===== src/rtl/calc_result_display_pkg.sv =====
// Shared types and constants for the calculator result display: FSM states,
// register widths, the seven-segment glyph table and the double-dabble step.
package calc_disp_pkg;

    typedef enum logic [0:0] {
        IDLE    = 1'b0,
        CONVERT = 1'b1
    } state_t;

    localparam int DIGITS = 3;
    localparam int BIN_W  = 8;
    localparam int BCD_W  = 4 * DIGITS;
    localparam int SR_W   = BCD_W + BIN_W;

    localparam logic [6:0] SEG_BLANK = 7'h00;

    // Segment patterns {g,f,e,d,c,b,a}, element 0 is the glyph for digit 0
    localparam logic [9:0][6:0] SEG_TABLE = {
        7'h6F, 7'h7F, 7'h07, 7'h7D, 7'h6D,
        7'h66, 7'h4F, 7'h5B, 7'h06, 7'h3F
    };

    function automatic logic [SR_W-1:0] dabble_step(input logic [SR_W-1:0] sr);
        logic [SR_W-1:0] adj;
        adj = sr;
        for (int d = 0; d < DIGITS; d++) begin
            if (adj[BIN_W + 4*d +: 4] >= 4'd5)
                adj[BIN_W + 4*d +: 4] = adj[BIN_W + 4*d +: 4] + 4'd3;
        end
        return {adj[SR_W-2:0], 1'b0};
    endfunction

endpackage


===== src/rtl/calc_result_display_if.sv =====
// Bundle of the result-capture handshake and the display pins between the
// calculator core side (master) and the display block (slave).
interface calc_result_display_if;
    import calc_disp_pkg::*;

    logic [BIN_W-1:0]  result_in;
    logic              load;
    logic              busy;
    logic [BCD_W-1:0]  bcd;
    logic              bcd_valid;
    logic [6:0]        seg;
    logic [DIGITS-1:0] dig_en;

    modport master (
        output result_in, load,
        input  busy, bcd, bcd_valid, seg, dig_en
    );

    modport slave (
        input  result_in, load,
        output busy, bcd, bcd_valid, seg, dig_en
    );

endinterface


===== src/rtl/calc_result_display_seg7_decode.sv =====
// Combinational BCD digit to seven-segment decoder; non-decimal codes show blank.
module seg7_decode
    import calc_disp_pkg::*;
(
    input  logic [3:0] digit,
    output logic [6:0] seg
);

    always_comb begin
        seg = SEG_BLANK;
        if (digit <= 4'd9)
            seg = SEG_TABLE[digit];
    end

endmodule


===== src/rtl/calc_result_display.sv =====
// Captures an 8-bit result, converts it to BCD one shift per clock and scans
// the three digits onto a multiplexed seven-segment display.
module calc_result_display
    import calc_disp_pkg::*;
#(
    parameter int REFRESH_DIV    = 1024,
    parameter int BLANK_LEADING  = 1,
    parameter int SEG_ACTIVE_LOW = 0
) (
    input  logic                  clk,
    input  logic                  rst,
    calc_result_display_if.slave  bus
);

    localparam int RW = (REFRESH_DIV > 1) ? $clog2(REFRESH_DIV) : 1;
    localparam logic [RW-1:0] R_LAST  = RW'(REFRESH_DIV - 1);
    localparam logic [6:0]    SEG_XOR = (SEG_ACTIVE_LOW != 0) ? 7'h7F : 7'h00;

    state_t            state;
    logic [2:0]        iter;
    logic [SR_W-1:0]   sr;
    logic [SR_W-1:0]   sr_next;
    logic [BCD_W-1:0]  bcd_r;
    logic              valid_r;

    logic [RW-1:0]     refresh_cnt;
    logic [1:0]        scan_idx;
    logic [3:0]        digit;
    logic              blank;
    logic [6:0]        dec_seg;
    logic [6:0]        seg_raw;
    logic [6:0]        seg_q;
    logic [DIGITS-1:0] dig_en_q;

    assign sr_next = dabble_step(sr);

    // bcd_r is only written on the final shift, so partial results never escape
    always_ff @(posedge clk) begin
        if (rst) begin
            state   <= IDLE;
            iter    <= 3'd0;
            sr      <= '0;
            bcd_r   <= '0;
            valid_r <= 1'b0;
        end else begin
            case (state)
                IDLE: begin
                    if (bus.load) begin
                        sr    <= {{BCD_W{1'b0}}, bus.result_in};
                        iter  <= 3'd0;
                        state <= CONVERT;
                    end
                end
                CONVERT: begin
                    sr   <= sr_next;
                    iter <= iter + 3'd1;
                    if (iter == 3'd7) begin
                        bcd_r   <= sr_next[SR_W-1:BIN_W];
                        valid_r <= 1'b1;
                        state   <= IDLE;
                    end
                end
                default: state <= IDLE;
            endcase
        end
    end

    always_ff @(posedge clk) begin
        if (rst) begin
            refresh_cnt <= '0;
            scan_idx    <= 2'd0;
        end else if (refresh_cnt == R_LAST) begin
            refresh_cnt <= '0;
            scan_idx    <= (scan_idx == 2'd2) ? 2'd0 : scan_idx + 2'd1;
        end else begin
            refresh_cnt <= refresh_cnt + 1'b1;
        end
    end

    always_comb begin
        digit = bcd_r[3:0];
        blank = !valid_r;
        case (scan_idx)
            2'd1: begin
                digit = bcd_r[7:4];
                if (BLANK_LEADING != 0 && bcd_r[11:4] == 8'h00)
                    blank = 1'b1;
            end
            2'd2: begin
                digit = bcd_r[11:8];
                if (BLANK_LEADING != 0 && bcd_r[11:8] == 4'h0)
                    blank = 1'b1;
            end
            default: ;
        endcase
    end

    seg7_decode u_decode (
        .digit (digit),
        .seg   (dec_seg)
    );

    assign seg_raw = blank ? SEG_BLANK : dec_seg;

    // Both display outputs come from the same scan index on the same edge
    always_ff @(posedge clk) begin
        if (rst) begin
            seg_q    <= SEG_BLANK ^ SEG_XOR;
            dig_en_q <= 3'b001;
        end else begin
            seg_q    <= seg_raw ^ SEG_XOR;
            dig_en_q <= 3'b001 << scan_idx;
        end
    end

    assign bus.busy      = (state == CONVERT);
    assign bus.bcd       = bcd_r;
    assign bus.bcd_valid = valid_r;
    assign bus.seg       = seg_q;
    assign bus.dig_en    = dig_en_q;

endmodule


===== src/flat_wrapper.sv =====
// flat-port wrapper written by rule: the top's interface ports become plain ports
module calc_result_display_flat import calc_disp_pkg::*;
#(
    parameter int REFRESH_DIV    = 1024,
    parameter int BLANK_LEADING  = 1,
    parameter int SEG_ACTIVE_LOW = 0
)
  (clk, rst, bus_result_in, bus_load, bus_busy, bus_bcd, bus_bcd_valid, bus_seg, bus_dig_en);
  calc_result_display_if bus_i ();
  input  logic clk;
  input  logic rst;
  input wire logic [$bits(bus_i.result_in)-1:0] bus_result_in;
  input wire logic [$bits(bus_i.load)-1:0] bus_load;
  output wire logic [$bits(bus_i.busy)-1:0] bus_busy;
  output wire logic [$bits(bus_i.bcd)-1:0] bus_bcd;
  output wire logic [$bits(bus_i.bcd_valid)-1:0] bus_bcd_valid;
  output wire logic [$bits(bus_i.seg)-1:0] bus_seg;
  output wire logic [$bits(bus_i.dig_en)-1:0] bus_dig_en;
  assign bus_i.result_in = bus_result_in;
  assign bus_i.load = bus_load;
  assign bus_busy = bus_i.busy;
  assign bus_bcd = bus_i.bcd;
  assign bus_bcd_valid = bus_i.bcd_valid;
  assign bus_seg = bus_i.seg;
  assign bus_dig_en = bus_i.dig_en;
  calc_result_display #(.REFRESH_DIV(REFRESH_DIV), .BLANK_LEADING(BLANK_LEADING), .SEG_ACTIVE_LOW(SEG_ACTIVE_LOW)) u_core (.clk(clk), .rst(rst), .bus(bus_i));
endmodule

===== config.mk =====
export PLATFORM = sky130hd
export DESIGN_NAME = calc_result_display_flat
export DESIGN_NICKNAME = d
export VERILOG_FILES = /design/src/rtl/calc_result_display_pkg.sv /design/src/rtl/calc_result_display_if.sv /design/src/rtl/calc_result_display_seg7_decode.sv /design/src/rtl/calc_result_display.sv /design/src/flat_wrapper.sv
export SDC_FILE = /design/constraint.sdc
export NUM_CORES = 1
export LEC_CHECK = 0
export BUFFER_PORTS_ARGS = -buffer_cell sky130_fd_sc_hd__buf_2
export CAP_MARGIN = 20
export CORE_MARGIN = 2
export CORE_UTILIZATION = 35
export CTS_CLUSTER_SIZE = 28
export DETAILED_ROUTE_END_ITERATION = 8
export HOLD_SLACK_MARGIN = 0.05
export PLACE_DENSITY = 0.61
export SETUP_SLACK_MARGIN = 0.05
export SLEW_MARGIN = 15
export SYNTH_ARGS = -nofsm -noshare
export SYNTH_HDL_FRONTEND = slang
export SYNTH_SLANG_ARGS = --single-unit

===== constraint.sdc =====
create_clock -name clk -period 2.05 [get_ports clk]
set_input_delay 0.1025 -clock clk [delete_from_list [all_inputs] [get_ports clk]]
set_output_delay 0.1025 -clock clk [all_outputs]
set_load 0.02 [all_outputs]

After elaboration in Yosys (flattened, before gate mapping)
Memory sizes are Yosys's and may differ from the RTL's. A register that Yosys moved wholly into a read port is not among the register bits.
Index checks and enable logic that the tools add are counted.
Widths: inputs -> output; s select.
{"block": "totals", "regBits": 52, "latch_bits": 0, "ram_bits": 0, "rom_bits": 112, "input_bits": 11, "out_inout_bits": 24, "word_cells": 48, "mem_count": 1}
{"name": "(no name shown)", "words": 16, "word_bits": 7, "read_ports": 1, "rd_clocked_by_memory_dff": 1, "write_ports": 0, "line_no": "calc_result_display_seg7_decode.sv:12", "text": "seg = SEG_TABLE[digit];"}
{"block": "op_classes", "add_sub_neg": 6, "n_mul": 0, "div": 0, "order_cmp": 4, "eq_ne": 5, "shift": 1, "n_mux": 15, "bitwise_logic": 2, "n_reduce_logical": 6}
{"op": "$pmux 20 s2", "n": 1}
{"op": "$mux 20", "n": 1}
{"op": "$ge 4x3->1 const B", "n": 3}
{"op": "$add 10x1->10 const B", "n": 1}
{"op": "$eq 10x10->1 const B", "n": 1}
{"op": "$add 4x2->4 const B", "n": 2}
{"op": "$logic_not 8->1", "n": 1}
{"op": "$mux 4", "n": 2}
{"op": "$pmux 4 s2", "n": 1}
{"op": "$mux 3", "n": 2}
{"op": "$pmux 3 s2", "n": 1}
{"op": "$le 4x4->1 const B", "n": 1}
{"op": "$logic_not 4->1", "n": 1}
{"op": "$mux 1", "n": 4}
{"op": "$pmux 1 s2", "n": 2}
{"op": "$add 3x1->3 const B", "n": 1}
{"op": "$add 3x2->3 const B", "n": 1}
{"op": "$eq 3x3->1 const B", "n": 1}
{"op": "$reduce_or 3->1", "n": 1}
{"op": "$shl 1x2->3 const A", "n": 1}
{"op": "$add 2x1->2 const B", "n": 1}
{"op": "$eq 2x1->1 const B", "n": 1}
{"op": "$eq 2x2->1 const B", "n": 1}
{"op": "$mux 2", "n": 1}
{"op": "other kinds (5)", "n": 6}

Logic depth before layout (Yosys ltp)
Gate-level depths: netlist of the first run.
{"block": "logic_depth", "word_depth": 5, "mapped_depth": 9, "ltp_nobuf": 8}

Modules after synthesis
A second synthesis of the first run with hierarchy kept.
{"block": "hier_totals", "cells_unflattened": 325, "area_unflattened_um2": 2857.7}
{"mod": "calc_result_display", "n_inst": 1, "cells_per_inst": 296, "area_each_um2": 2621.3, "seq_area_each_um2": 1181.1}
{"mod": "seg7_decode", "n_inst": 1, "cells_per_inst": 29, "area_each_um2": 236.5, "seq_area_each_um2": 0.0}

Worst setup path before layout of the first run
Ideal clock, no wire load.
{"block": "synth_timing", "path_type": "reg-to-reg", "start": "register u_core.scan_idx[0]", "end": "register u_core.seg_q[0] (netlist: u_core.bus.seg[0])", "setup_ns": 0.116, "arrival_ns": 1.836, "required_time_ns": 1.934, "setup_slack_ns": 0.098, "stages_incl_launch_ff": 9, "n_path_buf": 1, "synth_period_minus_slack_ns": 1.952, "path_cell_list": "dfxtp_1 inv_1 ha_1 buf_2 nor2_1 a21o_2 ha_1 a211o_1 and3_2"}
{"block": "synth_via", "elab_chain_cells": 5, "elab_cells_between_ends": 7, "classes_between": "order compare (1); eq/ne (2); mux (2); bitwise (1); reduce/logical (1)"}
{"element": "start, declared", "line_no": "calc_result_display.sv:27", "text": "logic [1:0] scan_idx;"}
{"element": "start signal, assigned", "line_no": "calc_result_display.sv:74", "text": "scan_idx <= (scan_idx == 2'd2) ? 2'd0 : scan_idx + 2'd1;"}
{"element": "$eq 2x2->1 or $eq 2x1->1 (tied branches)", "line_no": "calc_result_display.sv:83", "text": "case (scan_idx)"}
{"element": "$pmux 4 s2", "line_no": "calc_result_display.sv:83"}
{"element": "$le 4x4->1", "line_no": "calc_result_display_seg7_decode.sv:11", "text": "if (digit <= 4'd9)"}
{"element": "$not 1->1 (no line)"}
{"element": "$reduce_or 3->1 (no line)"}
{"element": "end, declared", "line_no": "calc_result_display.sv:32", "text": "logic [6:0] seg_q;"}
Several ways; a longest one is shown, not always the timed one.
A chain may end at the register's enable or synchronous reset.

Final worst setup path of the first run
{"block": "layout_timing", "start": "register u_core.scan_idx[0]", "end": "register u_core.seg_q[2] (netlist: u_core.bus.seg[2])"}
Same word-level chain as after synthesis.

==> flow_summary_export.csv, run 1 <==
group,metric,value,unit
synthesis,ys_seq_area_share,43.1,%
setup_path,crit_required,2290,ps
setup_path,cp_cell_sequence,"inv_1, ha_1, a22oi_1, a21o_2, ha_2, a211o_1, o21ai_2, a311oi_2",
setup_path,max_stage_delay,330,ps
floorplan,io_pins,35,
global_route,grt-ovfl-total,0,
synthesis,yosysMostFrequentCell,"dfxtp_1",
route,first_iter_violations,110,
clocking,clk_latency,330,ps
timing,maxSlewViolCount,0,
synthesis,synthCells,310,
setup_path,crit_slowest_cell,"dfxtp_1",
place,port_buffers,34,
clocking,tritoncts,"done",
setup_path,cp_data_arrival_time,2140,ps
timing,fin_crit,1900,ps
global_route,grt_start_max_net_pins,22,
global_route,use_met2,21.5,%
global_route,first_global_vias,2042,
power,p_per_area,713,mW/mm^2
global_route,antenna_found_initial,0,
synthesis,syn_avg_cell_area,8.84,sq um
timing,timing.slew.headroom,70.9,%
clocking,cts_setup_buffers,0,
synthesis,ys_top_cells_by_count,"dfxtp_1 (59), nor2_1 (46), a21oi_1 (32)",
timing,fin_ws,152,ps
timing,final.period_utilization,92.6,%
cells_and_area,layout.nets,375,
synthesis,synth_flop_cell,"dfxtp_1",
setup_path,endpoint_kind,"flip-flop",
timing,setup_violations,0,
timing,rsz0062_at_grt,"yes",
global_route,grt-busiest-layer,"met2",
synthesis,synth_area_leaders,"dfxtp_1 (43%), ha_1 (7.3%), nor2_1 (6.3%), a21oi_1 (5.8%), mux2i_1 (4.4%)",
timing,max_slew.worst_pin.slew,436,ps
global_route,use_met1,17.5,%
global_route,use_met3,5.45,%
route,routed_wl,5520,microns
synthesis,synth_top_area_share,43.1,%
floorplan,die_area,0.00855,sq mm
synthesis,synth_top_area_cell,"dfxtp_1",
setup_path,crit_start,"u_core.scan_idx[0]",
synthesis,ys_warn_count,0,
synthesis,synth_area,0.00274,sq mm
route,first_pass_iters,4,
route,postRouteAntennaNets,0,
global_route,grtUsageTotal,13.9,%
outcome,outcome,"finished, final reports clean",
power,irDropWorstVdd,385,uV
floorplan,dieHeight,92.5,microns
clocking,cts_root_buf,"clkbuf_8",
place,routabilityCongestion,0.811,
synthesis,syn_nets,337,
clocking,cts_buffers,9,
floorplan,core_area,0.00765,sq mm
clocking,cts.sinks,59,
synthesis,synthArstFlopShare,0,%
place,post-place-ws,32.0,ps
floorplan,row_count,32,
clocking,htreeDepth,3,
timing,finalHoldViolCount,0,
floorplan,die_w,92.5,microns
route,num_vias,2211,
power,leakagePower,1.30,nW
run,maxCapViolCount,0,
route,viasPerCell,4.87,
place,dp.cells,439,
route,wl_per_cell,12.2,microns
setup_path,start_kind,"flip-flop",
clocking,clockBufferDepth,2,
worst_hold_path,hp-class,"primary input to flip-flop",
route,drcViolationCount,0,
cells_and_area,final_cells,454,
clocking,path_clk_slew,60,ps
synthesis,ys_seq_elements,59,
synthesis,synth_cell_types,41,
worst_hold_path,min_from,"bus_result_in[0]",
cells_and_area,drive_above_1_share,21.0,%
setup_path,ff2ff_setup_slack,150,ps
setup_path,cp_max_fo,6,
cells_and_area,area_growth,18.7,%
place,place_hpwl,3930,microns
clocking,hold_buffers,0,
setup_path,crit_type,"flip-flop to flip-flop",
cells_and_area,n_antenna_cell,0,
setup_path,r2r_start,"u_core.scan_idx[0]",
floorplan,start_util,35.8,%
synthesis,synth_edf_count,0,
cells_and_area,fillerInstances,769,
timing,fmax,527,MHz
global_route,grt_pass1_wl,9400,microns
timing,skew,6.50,ps
-- report_power, final --
part	leakage (nW)	internal [mW]	switching [mW]
sequential	0.478	1.17	0.0153
clock	0.0995	0.620	0.412
combinational	0.728	0.0424	0.0624
total	1.30	1.83	0.489
-- state kept, by name, indices dropped and copies added, names as in the netlist --
signal	cells
u_core.bus.seg	7
u_core.bus.bcd	12
u_core.iter	3
u_core.sr	20
u_core.bus.bcd_valid	1
u_core.scan_idx	2
u_core.bus.busy	1
u_core.bus.dig_en	3
u_core.refresh_cnt	10
-- final timing paths --
check                               end  depth (start not counted)
setup / recovery      u_core.bus.seg[2]                          8
setup reg to reg      u_core.bus.seg[2]                          8
hold / removal             u_core.sr[0]                          3
hold reg to reg   u_core.refresh_cnt[0]                          1
-- area by class of cell --
class	count	area, sq um	area share, %
clock buffers	13	159	4.89
well taps	102	128	3.93
flip-flops and latches	59	1180	36.3
clock inverters	2	35.0	1.08
inverters	12	45.0	1.39
repair buffers	42	230	7.08
multi-input cells	224	1470	45.3
-- cell usage in the layout, fill, tap and decap left out, types with 2 or more instances in the layout --
cell type | synthesis | layout
nor3b_1 | 10 | 10
nand3_1 | 7 | 7
or2_2 | 2 | 2
or3_1 | 2 | 2
mux2_2 | 6 | 6
a22o_1 | 5 | 5
mux2i_1 | 12 | 12
clkbuf_1 | 11 | 2
a22oi_1 | 3 | 2
nand2_1 | 15 | 15
nor3_1 | 9 | 9
buf_2 | 3 | 34
nor2_1 | 46 | 46
a21oi_1 | 32 | 32
dfxtp_1 | 59 | 59
buf_4 | 0 | 8
nand2b_1 | 9 | 9
clkbuf_8 | 0 | 11
and3_1 | 2 | 2
o21ai_0 | 18 | 18
ha_1 | 16 | 14
xnor2_1 | 7 | 7
xor2_1 | 5 | 5
inv_1 | 11 | 11
nor4_1 | 2 | 2
-- critical path: cells and delay by family, from the launching register on --
| kind | cells | cell delay, ps |
|---|---|---|
| buffers and inverters | 1 | 90 |
| adder cells (fa/ha/maj) | 2 | 520 |
| flip-flops | 1 | 330 |
| AO/OA/AOI/OAI | 5 | 890 |
-- per-stage QoR --
stage | area (sq um) | setup TNS, ps | utilization (%) | power [mW] | hold slack, ps
2_1_floorplan | 2740 | 0 | - | 1.28 | 298
3_3_place_gp | 3040 | 0 | 39.7 | 1.31 | 400
3_5_place_dp | 3040 | 0 | 39.7 | 1.31 | 406
4_1_cts | 3230 | 0 | 42.3 | 2.36 | 69.1
5_1_grt | 3250 | -0.0475 | 42.5 | 2.43 | 112
6_report | 3250 | 0 | 42.5 | 2.32 | 86.0
-- routing by layer --
layer	part of all wire, %	up-vias
met5	0	-
met4	0.63	0
met3	5.8	2
met2	45	59
met1	48	1008
li1	-	1142
-- what timing repair did --
item	in CTS	in global routing
resized for setup	1	3
setup endpoints to repair	1	5
hold endpoints to repair	0	0
-- logic make-up (layout without fill, tap and decap cells) --
logic type	count (synthesis)	in the layout	synth area share, %
multiplexers	19	19	7.67
AND/OR/NAND/NOR	109	109	19.1
XOR/XNOR	12	12	3.84
buffers and inverters	27	69	3.84
flip-flops	59	59	43.1
AO/OA/AOI/OAI	68	68	15.1
adder cells (fa/ha/maj)	16	16	7.31
Power figures use the tool's default switching activity.
==> inputs of run 2 (changes only) <==
ABC_AREA = 0   (was default)
BUFFER_PORTS_ARGS = -buffer_cell sky130_fd_sc_hd__buf_4   (was -buffer_cell sky130_fd_sc_hd__buf_2)
PLACE_DENSITY = 0.59   (was 0.61)
clock period = 2.4 ns   (was 2.05 ns; I/O delays follow)
==> run 2 against run 1 <==
  * Register-to-register slack improved by 160 ps
  * Via count decreased by 0.68%
  * Critical path depth unchanged
  * Cell area decreased by 0.50%
  * Wire length decreased by 0.80%
  * Power decreased by 22%
  * Combinational power decreased by 12%
  * First-iteration DRC count increased by 1.8%
  * Sequential share of layout area increased by 0.18 points
  * Highest routed layer unchanged
  * Cell count decreased by 1.3%
  * Count of clock-buffer cells in the layout decreased by 3
  * Clock power decreased by 32%
==> flow_summary_export.csv, run 2 (synthesis results as in run 1) <==
group,metric,value,unit
timing,rsz0062_at_grt,"no",
timing,max_slew.worst_pin.slew,410,ps
cells_and_area,area_growth,18.1,%
setup_path,endpoint_kind,"flip-flop",
power,pwr-share-clk,39.0,%
cells_and_area,drive_above_1_share,19.4,%
outcome,outcome,"finished, final reports clean",
run,maxCapViolCount,0,
global_route,grtUsageTotal,14.0,%
route,viasPerCell,4.90,
clocking,cts_root_buf,"clkbuf_8",
route,postRouteAntennaNets,0,
floorplan,io_pins,35,
power,p_per_area,558,mW/mm^2
setup_path,cp_max_fo,9,
cells_and_area,largest_register,"u_core.sr",
timing,skew,8.26,ps
timing,finalHoldViolCount,0,
clocking,cts_buffers,9,
cells_and_area,finalInstanceArea,0.00323,sq mm
clocking,clk_latency,330,ps
cells_and_area,multi_input_area,0.00146,sq mm
global_route,grt_pass1_wl,9510,microns
timing,setup-tns-final,0,ps
setup_path,crit_required,2650,ps
place,place_area,0.00308,sq mm
cells_and_area,layout.nets,370,
route,num_vias,2196,
power,sw_frac_of_total,23.0,%
floorplan,row_count,32,
route,first_pass_iters,4,
place,routabilityCongestion,0.841,
global_route,antenna_found_initial,0,
timing,fin_crit,2090,ps
global_route,grt_start_max_net_pins,39,
worst_hold_path,hp-class,"primary input to flip-flop",
cells_and_area,layout.area.seq,0.00118,sq mm
clocking,tritoncts,"done",
timing,fmax,478,MHz
power,p_int,1.39,mW
route,wl_per_cell,12.2,microns
clocking,path_clk_slew,60,ps
power,netSwitchingPower,416,uW
power,leakagePower,1.27,nW
route,routed_wl,5480,microns
place,port_buffers,34,
timing,final.period_utilization,87.1,%
clocking,cts.sinks,59,
power,irDropWorstVdd,349,uV
timing,timing.slew.headroom,72.7,%
clocking,clockBufferDepth,2,
place,place_hpwl,3950,microns
floorplan,start_util,35.8,%
power,seqPwrFrac,55.9,%
setup_path,cp_data_arrival_time,2340,ps
timing,setup_violations,0,
cells_and_area,final_common_cell,"dfxtp_1",
setup_path,crit_type,"flip-flop to flip-flop",
global_route,first_global_vias,2114,
cells_and_area,layout_common_cells,"dfxtp_1 (59), nor2_1 (46), buf_4 (37)",
global_route,grt-ovfl-total,0,
route,first_iter_violations,112,
cells_and_area,largest_reg_flops,20,
setup_path,r2r_cells,8,
cells_and_area,fillerInstances,794,
timing,maxSlewViolCount,0,
setup_path,start_kind,"flip-flop",
power,pwr-share-comb,5.1,%
floorplan,die_area,0.00855,sq mm
clocking,cts_setup_buffers,0,
clocking,htreeDepth,3,
cells_and_area,final_util,42.3,%
floorplan,die_w,92.5,microns
floorplan,dieHeight,92.5,microns
route,drcViolationCount,0,
cells_and_area,n_antenna_cell,0,
floorplan,core_area,0.00765,sq mm
worst_hold_path,min_path_cells,3,
[run 2: power groups by stage]
stage               Clock, mW  Sequential (mW)  Combinational (mW)
floorplan                   0             1.03              0.0671
global placement            0             1.03              0.0932
detailed placement          0             1.03              0.0943
CTS                     0.739             1.01              0.0946
global route            0.779             1.01               0.107
finish                  0.704             1.01              0.0929
[run 2: area by class of cell]
class	instances	area share [%]
Clock inverter	4	0.619
Clock buffer	10	3.95
Multi-Input combinational cell	224	45.0
Inverter	12	1.39
Timing Repair Buffer	37	8.59
Tap cell	102	3.95
Sequential cell	59	36.5
[run 2: critical path, stage by stage, from the launching register on]
cell and delay [ps]:
dfxtp_1 390, inv_1 100, ha_2 470, nor2_1 100
a21oi_4 200, ha_1 280, a211o_1 160, o21ai_2 80
a311oi_2 230
[run 2: worst paths after layout]
path	startpoint	endpoint	slack, ps
setup reg to reg	u_core.scan_idx[0]	u_core.bus.seg[2]	310
hold reg to reg	u_core.refresh_cnt[0]	u_core.refresh_cnt[0]	460
setup / recovery	u_core.scan_idx[0]	u_core.bus.seg[2]	310
hold / removal	bus_result_in[0]	u_core.sr[0]	90
[run 2: metrics by stage]
stage / hold WS (ps) / setup slack, ps / power, mW / cells
finish: 88.2 / 309 / 1.81 / 448
global route: 118 / 142 / 1.90 / 448
CTS: 76.9 / 213 / 1.84 / 448
detailed placement: 434 / 219 / 1.13 / 434
global placement: 420 / 289 / 1.12 / 434
floorplan: 315 / 448 / 1.09 / 310
[run 2: per-layer routing]
layer / up-vias / wire length [microns] / share of wire, % / GRT usage (%)
li1: 1130 / - / - / -
met1: 1011 / 2640 / 48 / 17.5
met2: 51 / 2480 / 45 / 21.8
met3: 4 / 295 / 5.4 / 6.18
met4: 0 / 54 / 0.99 / 4.35
met5: - / 0 / 0 / 0
[run 2: timing repair]
| action | 4_1_cts | 5_1_grt |
|---|---|---|
| hold buffers | 0 | 0 |
| setup endpoints to repair | 0 | 3 |
| gates resized for setup | 0 | 1 |
